<file path="src/rtl/booth_pp_accum.sv">
// Radix-4 Booth partial-product accumulator: sums PP_NUM shifted partial products into a 2*LENGTH product.
// Optional macro BOOTH_ACC_B2B_EN: lets the next operation's first partial product overlap the product handshake.
module booth_pp_accum #(
  parameter int LENGTH = 8
) (
  input  logic                          sys_clk,
  input  logic                          sys_rst_n,
  input  logic [LENGTH+1:0]             pp_i,
  input  logic                          pp_valid_i,
  output logic                          pp_ready_o,
  output logic [2*LENGTH-1:0]           product_o,
  output logic                          prod_valid_o,
  input  logic                          prod_ready_i,
  output logic [$clog2(LENGTH/2)-1:0]   pp_idx_o
);

  localparam int PP_NUM = LENGTH / 2;
  localparam int IDX_W  = $clog2(PP_NUM);
  localparam int PW     = 2 * LENGTH;
  localparam logic [IDX_W-1:0] IDX_LAST = IDX_W'(PP_NUM - 1);

  typedef enum logic {ACC, DONE} state_t;

  state_t           state;
  logic [PW-1:0]    acc;
  logic [IDX_W-1:0] idx;

  logic [PW-1:0]    pp_ext;
  logic [PW-1:0]    term;
  logic [PW-1:0]    acc_nxt;
  logic             pp_xfer;
  logic             prod_xfer;
  logic             idx_last;

  // Booth partial products are signed; widen before shifting into place.
  assign pp_ext   = {{(PW-LENGTH-2){pp_i[LENGTH+1]}}, pp_i};
  assign term     = pp_ext << {idx, 1'b0};
  assign acc_nxt  = (idx == '0) ? term : acc + term;
  assign idx_last = (idx == IDX_LAST);

  always_comb begin
    pp_ready_o = 1'b0;
    case (state)
      ACC:  pp_ready_o = 1'b1;
`ifdef BOOTH_ACC_B2B_EN
      DONE: pp_ready_o = prod_ready_i;
`else
      DONE: pp_ready_o = 1'b0;
`endif
      default: pp_ready_o = 1'b0;
    endcase
  end

  assign pp_xfer      = pp_valid_i && pp_ready_o;
  assign prod_xfer    = (state == DONE) && prod_ready_i;
  assign prod_valid_o = (state == DONE);
  assign product_o    = acc;
  assign pp_idx_o     = idx;

  always_ff @(posedge sys_clk) begin
    if (!sys_rst_n) begin
      state <= ACC;
      acc   <= '0;
      idx   <= '0;
    end else begin
      case (state)
        ACC: begin
          if (pp_xfer) begin
            acc <= acc_nxt;
            if (idx_last) begin
              idx   <= '0;
              state <= DONE;
            end else begin
              idx <= idx + 1'b1;
            end
          end
        end
        DONE: begin
          if (prod_xfer) begin
            state <= ACC;
            // idx is 0 here, so acc_nxt is the fresh load of the next operation's first term.
            if (pp_xfer) begin
              acc <= acc_nxt;
              idx <= IDX_W'(1);
            end
          end
        end
        default: state <= ACC;
      endcase
    end
  end

endmodule

</file>
<file path="config.mk">
export PLATFORM = sky130hd
export DESIGN_NAME = booth_pp_accum
export DESIGN_NICKNAME = d
export VERILOG_FILES = /design/src/rtl/booth_pp_accum.sv
export SDC_FILE = /design/constraint.sdc
export NUM_CORES = 1
export LEC_CHECK = 0
export BUFFER_PORTS_ARGS = -buffer_cell sky130_fd_sc_hd__buf_2
export CAP_MARGIN = 10
export CORE_MARGIN = 4
export CORE_UTILIZATION = 60
export DETAILED_ROUTE_END_ITERATION = 12
export GPL_TIMING_DRIVEN = 0
export PLACE_DENSITY = 0.85
export SETUP_SLACK_MARGIN = 0.02
export SYNTH_ARGS = -nofsm -noshare
export SYNTH_HDL_FRONTEND = slang
export SYNTH_SLANG_ARGS = --single-unit
export TNS_END_PERCENT = 30
</file>
<file path="constraint.sdc">
create_clock -name sys_clk -period 6.1 [get_ports sys_clk]
set_input_delay 1.22 -clock sys_clk [delete_from_list [all_inputs] [get_ports sys_clk]]
set_output_delay 1.22 -clock sys_clk [all_outputs]
set_load 0.02 [all_outputs]
</file>
**After elaboration in Yosys (flattened, before gate mapping)**

Index checks and enable logic that the tools add are counted.

- Bits in registers: 19
- Input port bits: 14
- Output and inout bits: 20
- Word-level logic and storage cells: 29

- $add $sub $neg: 2
- Eq/ne operators: 4
- Shift operators: 1
- Muxes and demuxes: 14
- Bitwise gates (word level): 1
- Reduce and logical (&&, ||, !) cells: 4

Operators by type and width:

| kind | number |
|---|---|
| two-way mux 16 bit | 3 |
| case mux 16 bit (2 select lines) | 1 |
| adder 16 bit | 1 |
| << shifter 16 x 3 -> 16 bit | 1 |
| two-way mux 2 bit | 4 |
| inequality test 2 x 1 -> 1 bit, second input constant | 2 |
| case mux 1 bit (2 select lines) | 2 |
| case mux 2 bit (2 select lines) | 1 |
| two-way mux 1 bit | 3 |
| AND reduction 3 bit | 1 |
| adder 2 x 1 -> 2 bit, second input constant | 1 |
| == test 2 bit, second input constant | 1 |
| logical AND 1 bit | 2 |
| logical NOT 2 bit | 1 |
| inequality test 2 bit, second input constant | 1 |
| NOT 1 bit | 1 |

**Logic depth before layout (Yosys ltp)**

Gate-level depths: netlist of the first run.

- Word-level depth: 6
- Mapped depth: 13
- Depth with buffers taken out: 12

**Least setup slack after synthesis of the first run**

No wires, ideal clock.

- Path type: input to register
- Start point: in pp_i[9]
- End point: reg acc[15], in the netlist product_o[15]
- Library setup time: 0.115 ns
- Data arrival time: 3.168 ns
- Required time: 5.985 ns
- Path slack: 2.817 ns
- Stages: 9
- Buffers on the path: 1
- Path through: clkbuf_1 mux4_2 ha_1 inv_1 or2_1 o221ai_2 nand4_1 mux2i_1 o21a_1

- Word-level cells in the longest chain between the ends: 6

Ends and longest elaborated chain:

| item | RTL line | RTL |
|---|---|---|
| from (decl) | 8 | `input logic [LENGTH+1:0] pp_i,` |
| << shifter 16 x 3 -> 16 bit * | 37 | `assign term = pp_ext << {idx, 1'b0};` |
| adder 16 bit | 38 | `assign acc_nxt = (idx == '0) ? term : acc + term;` |
| two-way mux 16 bit * | 38 |  |
| two-way mux 16 bit * | 68, 82 |  |
| two-way mux 16 bit | 79 | `if (prod_xfer) begin` |
| case mux 16 bit (2 select lines) * | 66 | `case (state)` |
| to (signal assigned) | 69 | `acc <= acc_nxt;` |
| to (signal assigned) | 83 | `acc <= acc_nxt;` |
| to (decl) | 25 | `logic [PW-1:0] acc;` |

Mark *: on every way between the ends. The rest lies on a longest branch, timed or not. The select of a mux whose other input is x is not followed.
A chain may end at the register's enable or synchronous reset.

**Worst setup path in the final report of the first run**

- Start point: in pp_i[0]
- End point: reg acc[8], in the netlist product_o[8]

The elaborated chain is that of the path after synthesis.

==> results of run 1 <==
[layout make-up]
cell class                 instances  area, um2  area share
multi-input combinational        181       1330       0.647
sequential                        19        380       0.185
timing repair buffer              31        155      0.0755
buffer                            14       98.8      0.0481
tap                               31       38.8      0.0189
clock buffer                       4       26.3      0.0128
inverter                           7       26.3      0.0128
[report_power, final]
| group | switching [mW] | internal [mW] |
|---|---|---|
| clock network | 0.0438 | 0.0256 |
| logic | 0.161 | 0.115 |
| registers | 0.0121 | 0.138 |
| total | 0.217 | 0.279 |
[final timing paths]
path | startpoint | to | slack (ps) | cells past startpoint
worst min-delay path | product_o[3] | product_o[3] | 540 | 1
worst max-delay path | pp_i[0] | product_o[8] | 2850 | 10
worst min register to register | product_o[3] | product_o[3] | 540 | 1
worst max register to register | pp_idx_o[0] | product_o[8] | 3140 | 11
[worst register-to-register path: stages (launching register included)]
cell	delay [ps]
dfxtp_1	370
buf_2	240
inv_1	140
and3_1	190
ha_1	210
fa_1	410
a21o_1	240
a221oi_4	360
o21bai_2	130
xnor2_1	130
or3_1	320
a31oi_1	150
[Yosys cell counts (4+ instances only)]
master    instances  area (um2)
nand2_1          22        82.6
a21oi_1          21         105
dfxtp_1          19         380
ha_1             17         213
nor2_1           15        56.3
mux2i_1          11         110
o21ai_0          11        55.1
xor2_1            8        70.1
a21o_1            7        52.6
inv_1             7        26.3
o211a_1           6        60.1
clkbuf_1          5        18.8
xnor2_1           5        43.8
a31oi_1           4        25.0
and2_1            4        25.0
buf_2             4        20.0
nor2b_1           4        25.0
o211ai_1          4        30.0
o21ai_1           4        20.0
[registers in the layout, indices dropped and copies added (netlist names)]
register	flops
product_o	16
pp_idx_o	2
prod_valid_o	1
[kinds of logic (layout without fill, tap and decap cells)]
group,after synthesis,count (layout),synth area share
AOI/OAI and AO/OA,75,75,0.288
and+or+nand+nor,61,61,0.157
buffers and inverters,21,56,0.0682
DFF,19,19,0.207
adders and majority gates,18,18,0.127
muxes,14,14,0.0907
xor gates and xnor gates,13,13,0.0620
[routing by layer]
layer  share of wire  vias up  global-route usage
met5               0        -                   0
met4          0.0086        0              0.0782
met3           0.066        4              0.0373
met2            0.46       55               0.398
met1            0.47      833               0.337
li1                -      884                   -
[stage by stage]
stage                     hold WS (ps)  setup WS, ps  utilization  area (um2)  power [mW]
after global routing               550          2640        0.727        2060       0.539
after floorplan                    560          2820            -        1840       0.364
after detailed placement           517          2540        0.717        2030       0.424
after global placement             493          2600        0.717        2030       0.417
final                              538          2850        0.727        2060       0.496
after CTS                          538          2860        0.727        2060       0.495
==> results by group, run 1 <==
Worst setup path
  – Critical path launch point type: input pin
  – Kind of critical path: in2reg
  – Crit-path cells: buf_2 > mux2i_1 > o21ai_0 > ha_1 > a21o_1 > a221oi_4 > o21bai_2 > xnor2_1 > or3_1 > a31oi_1
  – CP max stage delay: 410 ps
  – Slowest CP cell: a221oi_4
  – Critical path's top delay family: compound AO/OA/AOI/OAI gates
  – Critical Path AT: 3490 ps
  – Critical path data required time: 6340 ps
  – CP Buf/Inv Count: 1
  – Crit path max fanout: 5
  – Critical Path Sink Type: register

Route
  – Drt pass-1 iters: 4
  – Drt total wl: 4640 um
  – Vias post-DR: 1776
  – DRC violation count after routing: 0
  – Wire per inst: 16.2 um
  – Vias per cell: 6.19
  – Drt first-iter violations: 118
  – Routed Antenna Nets: 0

Clock tree
  – # Post-CTS Setup Buffers: 0
  – Post-cts resize count: 0
  – Clock-pin slew on the worst setup and hold paths: 110 ps
  – H-tree depth: 1
  – CTS buffer count: 3
  – Root Driver: clkbuf_4
  – Clk_lat worst skew: 310 ps
  – CTS Buffer Depth: 2
  – TritonCTS clock tree: yes
  – Hold_buf cts: 0
  – Clk sink count: 19

Final layout
  – Non-filler cells, final: 287
  – Layout Nets: 289
  – Layout area overhead: 12.0%
  – Share of cells above drive strength 1: 0.207
  – Filler cells: 239
  – Antenna diodes: 0
  – Commonest non-fill, non-tap cells in the layout: buf_2, nand2_1, a21oi_1
  – Commonest non-fill, non-tap cell in the layout: buf_2

Synth
  – Cell count after synthesis: 221
  – Post-synthesis sequential area ratio: 0.207
  – Distinct cell type count after synthesis: 46
  – EDFF count, synth: 0
  – Synth Cell Area: 0.00184 mm2
  – Syn Area/Cell: 8.31 um2
  – Post-synth net total: 253
  – Ys async rst share: 0
  – Seq cells post-synth: 19
  – Most used DFF post-synth: dfxtp_1
  – YS warnings: 0

Place
  – Placed cells: 283
  – Final HPWL DP: 3530 um
  – Port Buf Inserts: 31
  – GP Congestion: 0.923

Die
  – Chip Height: 63.3 um
  – Initial core utilization: 0.649
  – Die area: 0.00401 mm2
  – Die W: 63.3 um
  – IO Pins: 34
  – CORE AREA: 0.00283 mm2
  – FP Rows: 19

Power
  – Peak supply drop: 0.000148 V
  – Static Leakage: 1.01 nW
  – P per Cell Area: 241 mW/mm2

Timing
  – Worst-margin pin slew: 520 ps
  – Fin Clk Skew: 7.88 ps
  – Setup TNS: 0 ps
  – Max transition margin: 0.653
  – Max Slew Vio Count: 0
  – Setup violators final: 0
  – Period utilization: 0.533
  – Final hold vios: 0
  – Fmax: 308 MHz
  – Unrepaired setup endpoints after global routing: false
  – Crit path time final: 3250 ps

Run
  – Maxcap violations: 0

Global route
  – Largest net degree at the start of global routing: 11
  – Vias in the first global route: 1699
  – First-pass GRT wire length: 7910 um
  – Initial antenna violation count: 0
  – Total GRT Usage: 0.247
  – Grt total ovfl: 0

Status
  – Status: complete, no violations

Min path
  – HP Class: reg2reg
Note: power is estimated with default switching activity, not from simulation.
==> inputs of run 2 (changes only) <==
--- a/config.mk
+++ b/config.mk
@@ -8,10 +8,10 @@
 export BUFFER_PORTS_ARGS = -buffer_cell sky130_fd_sc_hd__buf_2
 export CAP_MARGIN = 10
 export CORE_MARGIN = 4
-export CORE_UTILIZATION = 60
+export CORE_UTILIZATION = 56
 export DETAILED_ROUTE_END_ITERATION = 12
 export GPL_TIMING_DRIVEN = 0
-export PLACE_DENSITY = 0.85
+export PLACE_DENSITY = 0.8
 export SETUP_SLACK_MARGIN = 0.02
 export SYNTH_ARGS = -nofsm -noshare
 export SYNTH_HDL_FRONTEND = slang
==> constraint.sdc (replaced) <==
create_clock -name sys_clk -period 3.14 [get_ports sys_clk]
set_input_delay 0.628 -clock sys_clk [delete_from_list [all_inputs] [get_ports sys_clk]]
set_output_delay 0.628 -clock sys_clk [all_outputs]
set_load 0.02 [all_outputs]
==> results by group, run 2 (synthesis results as in run 1) <==
Route
  – Vias post-DR: 1756 (-1.1%)
  – Drt first-iter violations: 107 (-9.3%)
  – DRC violation count after routing: 0 (unchanged)
  – Vias per cell: 5.85 (-5.4%)
  – Routed Antenna Nets: 0 (unchanged)
  – Drt total wl: 4530 um (-2.4%)
  – Drt pass-1 iters: 4 (unchanged)
  – Wire per inst: 15.1 um (-6.6%)

Place
  – GP Congestion: 0.889 (-3.6%)
  – Final HPWL DP: 3410 um (-3.4%)
  – Port Buf Inserts: 31 (unchanged)
  – Placed cells: 296 (+4.6%)
  – Dpl cell area: 0.00205 mm2 (+0.80%)

Die
  – CORE AREA: 0.00310 mm2 (+9.7%)
  – IO Pins: 34 (unchanged)
  – Die W: 65.3 um (+3.1%)
  – Initial core utilization: 0.592 (-0.0573)
  – Die area: 0.00426 mm2 (+6.2%)
  – Chip Height: 65.3 um (+3.1%)
  – FP Rows: 20 (+1)

Timing
  – Final hold vios: 0 (unchanged)
  – Crit path time final: 2880 ps
  – Hold_ws: 516 ps (-21.5 ps)
  – Max Slew Vio Count: 0 (unchanged)
  – Max transition margin: 0.620 (-0.0334)
  – Fin Clk Skew: 5.20 ps (-2.68 ps)
  – Worst-margin pin slew: 570 ps (+50.1 ps)
  – Setup violators final: 0 (unchanged)
  – Fmax: 348 MHz
  – Unrepaired setup endpoints after global routing: false
  – Setup TNS: 0 ps (unchanged)
  – Period utilization: 0.916

Clock tree
  – H-tree depth: 1 (unchanged)
  – CTS Buffer Depth: 2 (unchanged)
  – Clock-pin slew on the worst setup and hold paths: 120 ps (about the same)
  – Clk_lat worst skew: 310 ps (about the same)
  – Clk sink count: 19 (unchanged)
  – CTS buffer count: 3 (unchanged)
  – Root Driver: clkbuf_4
  – Hold_buf cts: 0 (unchanged)
  – TritonCTS clock tree: yes
  – # Post-CTS Setup Buffers: 0 (unchanged)

Status
  – Status: complete, no violations

Final layout
  – Share of cells above drive strength 1: 0.211 (+0.00391)
  – Commonest non-fill, non-tap cells in the layout: buf_2, nand2_1, a21oi_1
  – Commonest non-fill, non-tap cell in the layout: buf_2
  – Fin area: 0.00208 mm2 (+1.2%)
  – Multi-input gate area: 0.00134 mm2 (+0.38%)
  – Largest register FFs: 16 (unchanged)
  – Layout area overhead: 13.3%
  – Antenna diodes: 0 (unchanged)
  – Non-filler cells, final: 300 (+4.5%)
  – Layout Nets: 289 (unchanged)
  – Filler cells: 284 (+19%)
  – FF/Latch Area: 380 um2 (unchanged)

Worst setup path
  – Critical Path Sink Type: register
  – Critical Path AT: 3130 ps (-360 ps)
  – Critical path launch point type: register
  – Crit path max fanout: 9 (+4)
  – Kind of critical path: reg2reg
  – Critical path data required time: 3390 ps (-2950 ps)

Global route
  – Largest net degree at the start of global routing: 11 (unchanged)
  – Grt total ovfl: 0 (unchanged)
  – First-pass GRT wire length: 7770 um (-1.7%)
  – Total GRT Usage: 0.231 (-0.0155)
  – Initial antenna violation count: 0 (unchanged)
  – Vias in the first global route: 1654 (-2.6%)

Power
  – Peak supply drop: 0.000243 V (+64%)
  – Static Leakage: 1.02 nW (+0.16%)
  – P per Cell Area: 462 mW/mm2 (+91%)
  – Pwr Total: 961 uW (+94%)

Min path
  – HP Class: reg2reg

Run
  – Maxcap violations: 0 (unchanged)
[run 2: changes by cell type in the layout (fill, tap and decap cells not counted)]
cell / before / now
clkbuf_4: 3 / 4
buf_2: 35 / 34
o31ai_2: 0 / 1
o31ai_1: 1 / 0
[run 2: stage by stage]
stage                     setup WS [ps]  utilization
final                               264        0.670
after global routing               36.8        0.670
after CTS                           214        0.668
after detailed placement            205        0.659
after global placement              241        0.659
after floorplan                     347            -
[run 2: layer usage]
metal	part of all wire	vias up	track usage	wire length, um
met5	0	-	0	0
met4	0.010	0	0.0648	46
met3	0.067	5	0.0325	304
met2	0.44	59	0.369	2000
met1	0.48	808	0.323	2180
li1	-	884	-	-
[run 2: timing repair]
item	4_1_cts	5_1_grt
setup endpoints to repair	0	2
gates resized for setup	0	2
endpoints found under the hold margin	0	0
[run 2: worst max-delay path, stage by stage, from the launching register on]
cell and delay [ps]:
dfxtp_1 370, buf_2 230, inv_1 120, and3_1 190
ha_1 210, fa_1 410, a21o_1 240, a221oi_4 360
o221ai_2 150, a21o_1 200, xor2_1 140, nand2_1 70
a31oi_1 120
[run 2: final cells by class]
| class | instances | share of cell area |
|---|---|---|
| plain buffers | 14 | 0.0487 |
| repair buffers | 31 | 0.0746 |
| clock buffers | 4 | 0.0126 |
| flip-flops and latches | 19 | 0.183 |
| inverters | 7 | 0.0126 |
| multi-input cells | 181 | 0.642 |
| well taps | 44 | 0.0265 |
[run 2: worst paths after layout]
check | startpoint | endpoint | slack [ps] | cells past startpoint
max | pp_idx_o[1] | product_o[12] | 260 | 12
min reg2reg | product_o[12] | product_o[12] | 520 | 2
min | product_o[12] | product_o[12] | 520 | 2
max reg2reg | pp_idx_o[1] | product_o[12] | 260 | 12
[run 2: power by group]
| group | switching, mW | leakage [nW] | internal [mW] |
|---|---|---|---|
| logic | 0.307 | 0.844 | 0.225 |
| clock network | 0.0877 | 0.0150 | 0.0497 |
| registers | 0.0235 | 0.157 | 0.269 |
